## config.mk

```make
export PLATFORM = sky130hd
export DESIGN_NAME = mul_exec_unit
export DESIGN_NICKNAME = d
export VERILOG_FILES = /design/src/rtl/mul_exec_unit.sv
export SDC_FILE = /design/constraint.sdc
export NUM_CORES = 1
export LEC_CHECK = 0
export CORE_ASPECT_RATIO = 0.6
export CORE_UTILIZATION = 38
export CTS_BUF_LIST = sky130_fd_sc_hd__clkbuf_16
export DETAILED_ROUTE_END_ITERATION = 16
export GPL_ROUTABILITY_DRIVEN = 0
export SYNTH_ARGS = -nofsm -noshare
export SYNTH_HDL_FRONTEND = slang
export SYNTH_SLANG_ARGS = --single-unit
```

## constraint.sdc

```tcl
create_clock -name CLK -period 3.07 [get_ports CLK]
set_input_delay 0.4605 -clock CLK [delete_from_list [all_inputs] [get_ports CLK]]
set_output_delay 0.4605 -clock CLK [all_outputs]
set_load 0.01 [all_outputs]
```

## src/rtl/mul_exec_unit.sv

```systemverilog
// rtl/mul_exec_unit.sv - iterative shift-add multiplier for the execute stage (MUL_ACCUM_EN adds MLA addend)
module mul_exec_unit #(
    parameter int WIDTH          = 32,
    parameter int BITS_PER_CYCLE = 1
) (
    input  logic             CLK,
    input  logic             RESET,
    input  logic             StartE,
    input  logic             FlushE,
    input  logic [WIDTH-1:0] SrcAE,
    input  logic [WIDTH-1:0] SrcBE,
    input  logic [3:0]       FlagsE,
`ifdef MUL_ACCUM_EN
    input  logic [WIDTH-1:0] AccE,
`endif
    output logic [WIDTH-1:0] ResultE,
    output logic [3:0]       ALUFlagsOut,
    output logic             DoneE,
    output logic             StallMulE
);

    localparam int N  = WIDTH / BITS_PER_CYCLE;
    localparam int CW = (N > 1) ? $clog2(N) : 1;

    localparam logic [1:0] IDLE = 2'd0;
    localparam logic [1:0] RUN  = 2'd1;
    localparam logic [1:0] DONE = 2'd2;

    logic [1:0]       state;
    logic [CW-1:0]    count;
    logic [WIDTH-1:0] acc;
    logic [WIDTH-1:0] a_reg;
    logic [WIDTH-1:0] b_reg;
    logic [1:0]       cv_reg;
    logic [WIDTH-1:0] partial;
    logic             issue;
    logic             unused_flags;

    // N and Z are recomputed from the product; C and V pass through untouched.
    assign unused_flags = ^FlagsE[3:2];

    assign issue     = (state == IDLE) && StartE && !FlushE;
    assign StallMulE = RESET && (issue || (state == RUN));

    // a_reg is pre-shifted each cycle, so the low slice of b_reg selects shifted copies of A.
    always_comb begin
        partial = '0;
        for (int i = 0; i < BITS_PER_CYCLE; i++) begin
            if (b_reg[i]) begin
                partial = partial + (a_reg << i);
            end
        end
    end

    always_ff @(posedge CLK or negedge RESET) begin
        if (!RESET) begin
            state       <= IDLE;
            count       <= '0;
            acc         <= '0;
            a_reg       <= '0;
            b_reg       <= '0;
            cv_reg      <= '0;
            ResultE     <= '0;
            ALUFlagsOut <= '0;
            DoneE       <= 1'b0;
        end else begin
            DoneE <= 1'b0;
            if (FlushE) begin
                state <= IDLE;
                count <= '0;
            end else begin
                case (state)
                    IDLE: begin
                        if (StartE) begin
                            a_reg  <= SrcAE;
                            b_reg  <= SrcBE;
                            cv_reg <= FlagsE[1:0];
`ifdef MUL_ACCUM_EN
                            acc    <= AccE;
`else
                            acc    <= '0;
`endif
                            count  <= '0;
                            state  <= RUN;
                        end
                    end
                    RUN: begin
                        acc   <= acc + partial;
                        a_reg <= a_reg << BITS_PER_CYCLE;
                        b_reg <= b_reg >> BITS_PER_CYCLE;
                        if (count == CW'(N - 1)) begin
                            count <= '0;
                            state <= DONE;
                        end else begin
                            count <= count + CW'(1);
                        end
                    end
                    DONE: begin
                        ResultE     <= acc;
                        ALUFlagsOut <= {acc[WIDTH-1], (acc == '0), cv_reg};
                        DoneE       <= 1'b1;
                        state       <= IDLE;
                    end
                    default: state <= IDLE;
                endcase
            end
        end
    end

endmodule

```

==> results of run 1 <==
==> critical path, cell delays in order, from the launching register on <==
cell and delay, ns:
dfrtp_1 0.43, and2_1 0.16, ha_1 0.16, inv_1 0.05
fa_1 0.40, nor2b_1 0.17, o31a_1 0.23, o31ai_4 0.10
o311a_4 0.35, o31ai_4 0.36, a21boi_1 0.13, xor2_1 0.17
o21ai_1 0.08
==> final cells by class <==
class	count	area, µm²	area share [%]
Sequential cell	141	3530	35.7
Inverter	5	18.8	0.190
Timing Repair Buffer	136	1350	13.7
Tap cell	273	342	3.45
Clock buffer	17	425	4.30
Multi-Input combinational cell	584	4050	40.9
Clock inverter	15	179	1.81
==> logic make-up after synthesis <==
logic type      count (synthesis)  synth area share [%]
compound gates                208                  17.1
flops                         141                  45.6
mux                           100                  13.6
fa+ha+maj                      34                  5.60
buf+inv                        45                  2.33
xor+xnor                       25                  2.83
simple gates                  217                  13.0
==> layout by cell type (no fill, tap or decap), types with 16 or more instances in the layout <==
master           instances
a21o_1                  16
a21oi_1                 31
and2_1                  34
buf_4                   24
clkbuf_16               17
clkdlybuf4s50_1        106
dfrtp_1                141
ha_1                    33
mux2_2                  38
mux2i_1                 62
nand2_1                107
nor2_1                  27
o21ai_0                 89
o21ai_1                 24
xor2_1                  18
==> per-stage QoR <==
step	total power, µW	worst slack, ns	instances	hold slack, ns	util (%)
after floorplan	3010	0.396	770	0.165	-
after global placement	3440	0.195	1139	0.461	46.5
after detailed placement	3460	0.185	1139	0.470	46.5
after CTS	5630	0.159	1171	0.230	49.5
after global routing	5880	0.0135	1171	0.259	49.6
final	5580	0.146	1171	0.187	49.6
==> report_power, final <==
group	internal [µW]	total, µW	switching [µW]
logic	516	1140	620
registers	2080	2290	212
clock network	1340	2150	802
total	3940	5580	1630
==> final timing paths <==
kind                          start          end  slack (ns)
min in group CLK           b_reg[2]     b_reg[2]        0.48
max in group asynchronous     RESET   ResultE[5]        2.35
hold / removal                RESET  ResultE[18]        0.19
setup / recovery           b_reg[0]      acc[26]        0.15
hold reg to reg            b_reg[2]     b_reg[2]        0.48
setup reg to reg           b_reg[0]      acc[26]        0.15
==> per-layer routing <==
layer | GRT usage, % | share of wire [%]
met5 | 0 | 0
met4 | 4.15 | 0.70
met3 | 4.35 | 3.8
met2 | 25.4 | 38
met1 | 30.8 | 57
==> repair_timing <==
| action | CTS | global route |
|---|---|---|
| endpoints found under the hold margin | 0 | 0 |
| hold buffers | 0 | 0 |
| resized for setup | 0 | 1 |
| setup endpoints to repair | 0 | 1 |
==> metrics, run 1 <==
# rows 40; Vias/cell slightly above 5; Period minus WS final a little under 3 ns; distinct cell type count after synthesis between 50 and 60; R2R depth 12; Layout area overhead 27.9%; DIE AREA about 21000 µm²; Rel. slew slack ~50%; max frequency ~340 MHz; leak pwr roughly 0.0047 µW; final hold violation count 0; CTS buffer count 17; Die Ht 113 µm; Placed Area 9290 µm²; vias in the first global route approximately 5800; Die W 186 µm; TritonRoute pass-1 iters 4; Hold WC Path Type input pin to async pin; post-synth top area share between 40% and 50%; largest net degree at the start of global routing between 100 and 150; Initial DRC Count around 350; Req. time, crit path 3.36 ns; clk_lat worst skew around 0.43 ns; core footprint 20000 µm²; post-synthesis cell area around 7700 µm²; run status complete, no violations; post-synthesis sequential area ratio about 46%; Slew Limit Fails 0; global-route wire length before repair roughly 31000 µm; Worst VDD drop about 0.0004 V; CTS max path bufs 2; setup bufs post-CTS 0; H-tree levels 4; unrepaired setup endpoints after global routing no; post-synth top area cell dfrtp_1; # IOs 110; largest cells by area after synthesis dfrtp_1 (46%), mux2i_1 (8.0%), o21ai_0 (5.8%); initial antenna violation count 0; commonest cells in the netlist dfrtp_1 (141), nand2_1 (107), o21ai_0 (89), mux2i_1 (62), mux2_2 (38); #FFs+latches synth approximately 140; pwr dens roughly 560 nW/µm²; Total Neg Setup Slack 0 ns; most numerous cell in the Yosys netlist dfrtp_1; Clock Pin Slew Worst Setup and Hold Paths approximately 0.060 ns; DR WL/cell about 16 µm; share of layout cells above drive strength 1 12.7%; Fill cells 1841; Post-synth EDFFs 0; Setup-failing EPs final 0; global route total overflow 0; CTS tree built; ys async rst share 100%; Antenna Cells 0; Detail Route Antenna Nets 0; ratio of final minimum period to clock period 95.2%; drt total wl approximately 19000 µm; root buf cell clkbuf_16; fin nets between 900 and 1000; syn_nets just under 900; Sink Count approximately 140; via count between 5000 and 6000; final HPWL from detailed placement roughly 13000 µm; Critical Path Start Type register; Mapped Cells 770; Crit Path Class register to register; fin area a little under 10000 µm²; Tot GR Track Use between 10% and 20%; Synthesis Warnings 0; Initial Util 38.7%; number of port buffers between 100 and 150; Main synth FF type dfrtp_1; Synth Area per Inst around 10 µm²; Worst-Margin Slew 0.747 ns; number of remaining DRC errors 0; CP Max Fanout 5; kind of end point of the critical path register; max_cap viols 0; clock skew approximately 0.011 ns; Critical Path AT around 3.2 ns
No activity file was read; power rests on OpenSTA's default activity.
==> inputs of run 2 (changes only) <==
clock period = 2.67 ns   (was 3.07 ns; I/O delays follow)
==> run 2 against run 1 <==
The flow now finishes with violations (negative setup slack). Flip-flop and latch count unchanged. Design area is 7.8% higher. Via count up 4.5%.
==> metrics, run 2 (synthesized netlist as in run 1, its figures left out) <==
violated checks negative setup slack; share of layout cells above drive strength 1 23.5%; Setup-failing EPs final 9; Worst VDD drop around 0.00048 V; CTS buffer count 17; Critical Path AT about 3.1 ns; Die Ht approximately 110 µm; via count about 6200; most frequent cells in the layout dfrtp_1 (140), clkdlybuf4s50_1 (106), nand2_1 (105); RR Endpoint acc[26]; Placed Instances 1172; CTS tree built; # IOs 110; CP Max Fanout 3; Initial Util around 39%; Tot GR Track Use around a fifth; Period minus WS final between 2 and 3 ns; final hold violation count 0; max_cap viols 0; fin nets 1042; Hold Buf Count CTS 0; Crit Path Class register to register; Fill cells approximately 1800; run status complete, but fails checks; CTS max path bufs 2; Hold WC Path Type input pin to async pin; register area approximately 3500 µm²; drt total wl between 15000 and 20000 µm; Critical Path Start Type register; max frequency approximately 350 MHz; root buf cell clkbuf_16; most common cell after layout, fill and taps aside dfrtp_1; Fin Hold WS 0.118 ns; TritonRoute pass-1 iters 5; Worst-Margin Slew 0.759 ns; number of port buffers 107; # rows 40; largest net degree at the start of global routing between 100 and 150; Rel. slew slack 49.4%; Die W between 150 and 200 µm; Pwr Total slightly below 7000 µW; clk_lat worst skew 0.43 ns; DR WL/cell between 15 and 20 µm; Req. time, crit path slightly below 3 ns; initial antenna violation count 0; vias in the first global route 6003; Sink Count about 140; number of remaining DRC errors 0; Setup WS pre-CTS -0.139 ns; kind of end point of the critical path register; pwr dens 641 nW/µm²; Initial DRC Count between 300 and 400; Detail Route Antenna Nets 0; r2r setup slk -0.16 ns; leak pwr about 0.0050 µW; global-route wire length before repair about 32000 µm; ratio of final minimum period to clock period 106%; Clock Pin Slew Worst Setup and Hold Paths about 0.06 ns; slack of the critical path -0.157 ns; Crit Reg-Reg Startpoint b_reg[0]; Vias/cell around 5.1; Slew Limit Fails 0; Layout area overhead 37.8%; Antenna Cells 0; H-tree levels 4; area of the multi-input gates approximately 4400 µm²; final HPWL from detailed placement about 14000 µm; unrepaired setup endpoints after global routing yes; global route total overflow 0; R2R depth 13; core footprint 20000 µm²; post-layout util roughly 53%; non-filler cells, final 1221; clock skew 0.00465 ns; DIE AREA approximately 21000 µm²
-- run 2: cell count changes in the layout (fill, tap and decap cells not counted), moves of 7 or more --
| cell | change |
|---|---|
| ha_4 | +11 |
| ha_1 | -13 |
| a21oi_1 | -13 |
| a21oi_2 | +12 |
| buf_4 | +46 |
| o21ai_2 | +7 |
-- run 2: report_power, final --
group,switching (µW),internal [µW]
registers,239,2400
clock network,935,1640
logic,823,799
total,2000,4830
-- run 2: what timing repair did --
action                                  4_1_cts  5_1_grt
resized for setup                            23       58
pin swaps                                    14       38
cloned                                        0        0
endpoints found under the setup margin       16       17
buffers inserted                              5       15
-- run 2: metal layers --
layer  GRT usage, %  part of all wire (%)
met1           31.2                    55
met2           26.4                    40
met3           4.48                   4.1
met4           5.25                  0.94
met5              0                     0
-- run 2: through the flow --
stage               setup TNS (ns)  instance area (µm²)
global placement             -1.07                 9530
detailed placement           -1.24                 9530
finish                      -0.700                10700
floorplan                        0                 7740
CTS                         -0.313                10300
global route                 -1.68                10700
-- run 2: how the worst max path moves through the flow --
stage	cells after the start	slack, ns	start	endpoint
CTS	12	-0.09	b_reg[0]	acc[26]
global route	13	-0.24	b_reg[0]	acc[26]
detailed placement	12	-0.14	b_reg[0]	acc[26]
finish	13	-0.16	b_reg[0]	acc[26]
global placement	12	-0.14	b_reg[0]	acc[14]
floorplan	11	0.02	b_reg[0]	acc[31]
-- run 2: worst max-delay path, stage by stage, from the launching register on --
cell	delay (ns)
dfrtp_2	0.41
and2_4	0.16
ha_4	0.13
inv_2	0.04
fa_2	0.41
nor2b_4	0.13
o31a_1	0.21
o31ai_4	0.08
o311a_4	0.40
o31ai_4	0.25
buf_6	0.15
a21boi_2	0.06
xor2_1	0.18
o21ai_1	0.09
-- run 2: cell type report --
type,instances,area share [%]
inverter,5,0.176
timing repair buffer,187,16.4
tap,273,3.20
multi-input combinational,584,41.3
clock buffer,17,3.99
clock inverter,14,1.89
sequential,141,33.1
==> inputs of run 3 (changes only) <==
CORE_ASPECT_RATIO = not set   (was 0.6)
==> run 3 against run 2 <==
The run now ends clean. Via count down 2.2%. Final cell count fell by 2.1%. Die area is essentially flat. Setup slack gained 0.18 ns.
==> metrics, run 3 (synthesized netlist as in run 1, its figures left out) <==
run status complete, no violations; max_cap viols 0; Hold Buf Count CTS 0; CTS tree built; Die W about 140 µm; kind of end point of the critical path register; CTS max path bufs 2; Die Ht 145 µm; clk_lat worst skew 0.43 ns; number of remaining DRC errors 0; final HPWL from detailed placement 13100 µm; most common cell after layout, fill and taps aside dfrtp_1; Rel. slew slack 55.5%; Tot GR Track Use roughly a fifth; TritonRoute pass-1 iters 5; final hold violation count 0; core footprint a little under 20000 µm²; largest net degree at the start of global routing 54; unrepaired setup endpoints after global routing yes; Period minus WS final roughly 2.6 ns; r2r setup slk around 0.025 ns; DIE AREA approximately 21000 µm²; Slew Limit Fails 0; Req. time, crit path 2.97 ns; Critical Path Start Type register; non-filler cells, final around 1200; Critical Path AT between 2 and 3 ns; drt total wl between 15000 and 20000 µm; H-tree levels 4; leak pwr just under 0.005 µW; most frequent cells in the layout dfrtp_1 (140), clkdlybuf4s50_1 (106), nand2_1 (105); max frequency 378 MHz; Initial DRC Count roughly 270; Detail Route Antenna Nets 0; Initial Util between 30 and 40%; Sink Count 141; root buf cell clkbuf_16; CP Max Fanout 18; fin nets slightly above 1000; Crit Path Class register to register; # IOs 110; pwr dens between 600 and 700 nW/µm²; # rows between 50 and 60; Clock Pin Slew Worst Setup and Hold Paths roughly 0.07 ns; Layout area overhead 33.3%; Placed Instances about 1200; Worst-Margin Slew ~0.67 ns; global-route wire length before repair 30400 µm; share of layout cells above drive strength 1 approximately 21%; ratio of final minimum period to clock period just under 100%; number of port buffers 107; Worst VDD drop 0.000442 V; Antenna Cells 0; DR WL/cell between 15 and 20 µm; via count slightly above 6000; Hold WC Path Type input pin to async pin; Total Neg Setup Slack 0 ns; clock skew slightly above 0.01 ns; Vias/cell slightly above 5; global route total overflow 0; vias in the first global route between 6000 and 7000; initial antenna violation count 0; CTS buffer count 17; Setup-failing EPs final 0
-- run 3: cell types whose count changed in the layout (fill, tap and decap cells not counted), sizes merged --
cell / change
buf: -19
inv: +7
bufinv: -5
clkinv: -1
-- run 3: per-layer routing --
metal,routed length (µm),track usage [%],up-vias
li1,-,-,3044
met3,612,3.55,16
met5,0,0,-
met2,8510,29.8,111
met4,233,5.87,0
met1,9090,26.1,2872
-- run 3: worst max-delay path, cell delays in order (launching register included) --
cell      delay, ns
dfrtp_2        0.43
buf_6          0.17
and2_1         0.15
ha_1           0.33
buf_4          0.17
nor2_1         0.10
a21oi_1        0.06
a31oi_1        0.21
buf_4          0.16
o31ai_4        0.07
buf_6          0.14
a221oi_4       0.28
xor2_1         0.17
o21ai_1        0.07
-- run 3: power by group --
group / internal [µW] / leakage [µW] / switching (µW) / total, µW
registers: 2390 / 0.00185 / 234 / 2630
clock network: 1240 / 0.000279 / 1060 / 2300
logic: 726 / 0.00273 / 753 / 1480
total: 4360 / 0.00486 / 2050 / 6410
-- run 3: stage by stage --
stage	worst slack, ns	power (µW)	hold slack, ns	util [%]	area (µm²)
6_report	0.0254	6410	0.101	52.3	10300
5_1_grt	-0.104	6770	0.154	52.3	10300
4_1_cts	-0.0133	6390	0.113	51.2	10100
3_3_place_gp	-0.126	4020	0.460	48.0	9460
2_1_floorplan	0.0159	3460	0.105	-	7740
3_5_place_dp	-0.139	4050	0.469	48.0	9460
-- run 3: worst paths after layout --
| kind | to | depth (start not counted) | startpoint |
|---|---|---|---|
| hold reg to reg | b_reg[10] | 2 | b_reg[10] |
| min in group CLK | b_reg[10] | 2 | b_reg[10] |
| setup / recovery | acc[30] | 13 | b_reg[0] |
| hold / removal | ResultE[11] | 2 | RESET |
| setup reg to reg | acc[30] | 13 | b_reg[0] |
| max in group asynchronous | ResultE[30] | 3 | RESET |
-- run 3: repair_timing --
item / 4_1_cts / 5_1_grt
pin swaps: 7 / 17
setup buffers: 2 / 1
hold endpoints to repair: 0 / 0
endpoints found under the setup margin: 11 / 16
gates resized for setup: 15 / 41
-- run 3: final cells by class --
cell class	count	area, µm²
fillers	1754	9410
multi-input cells	584	4290
flip-flops and latches	141	3530
repair buffers	168	1570
clock buffers	17	425
well taps	265	332
clock inverters	15	143
inverters	5	18.8
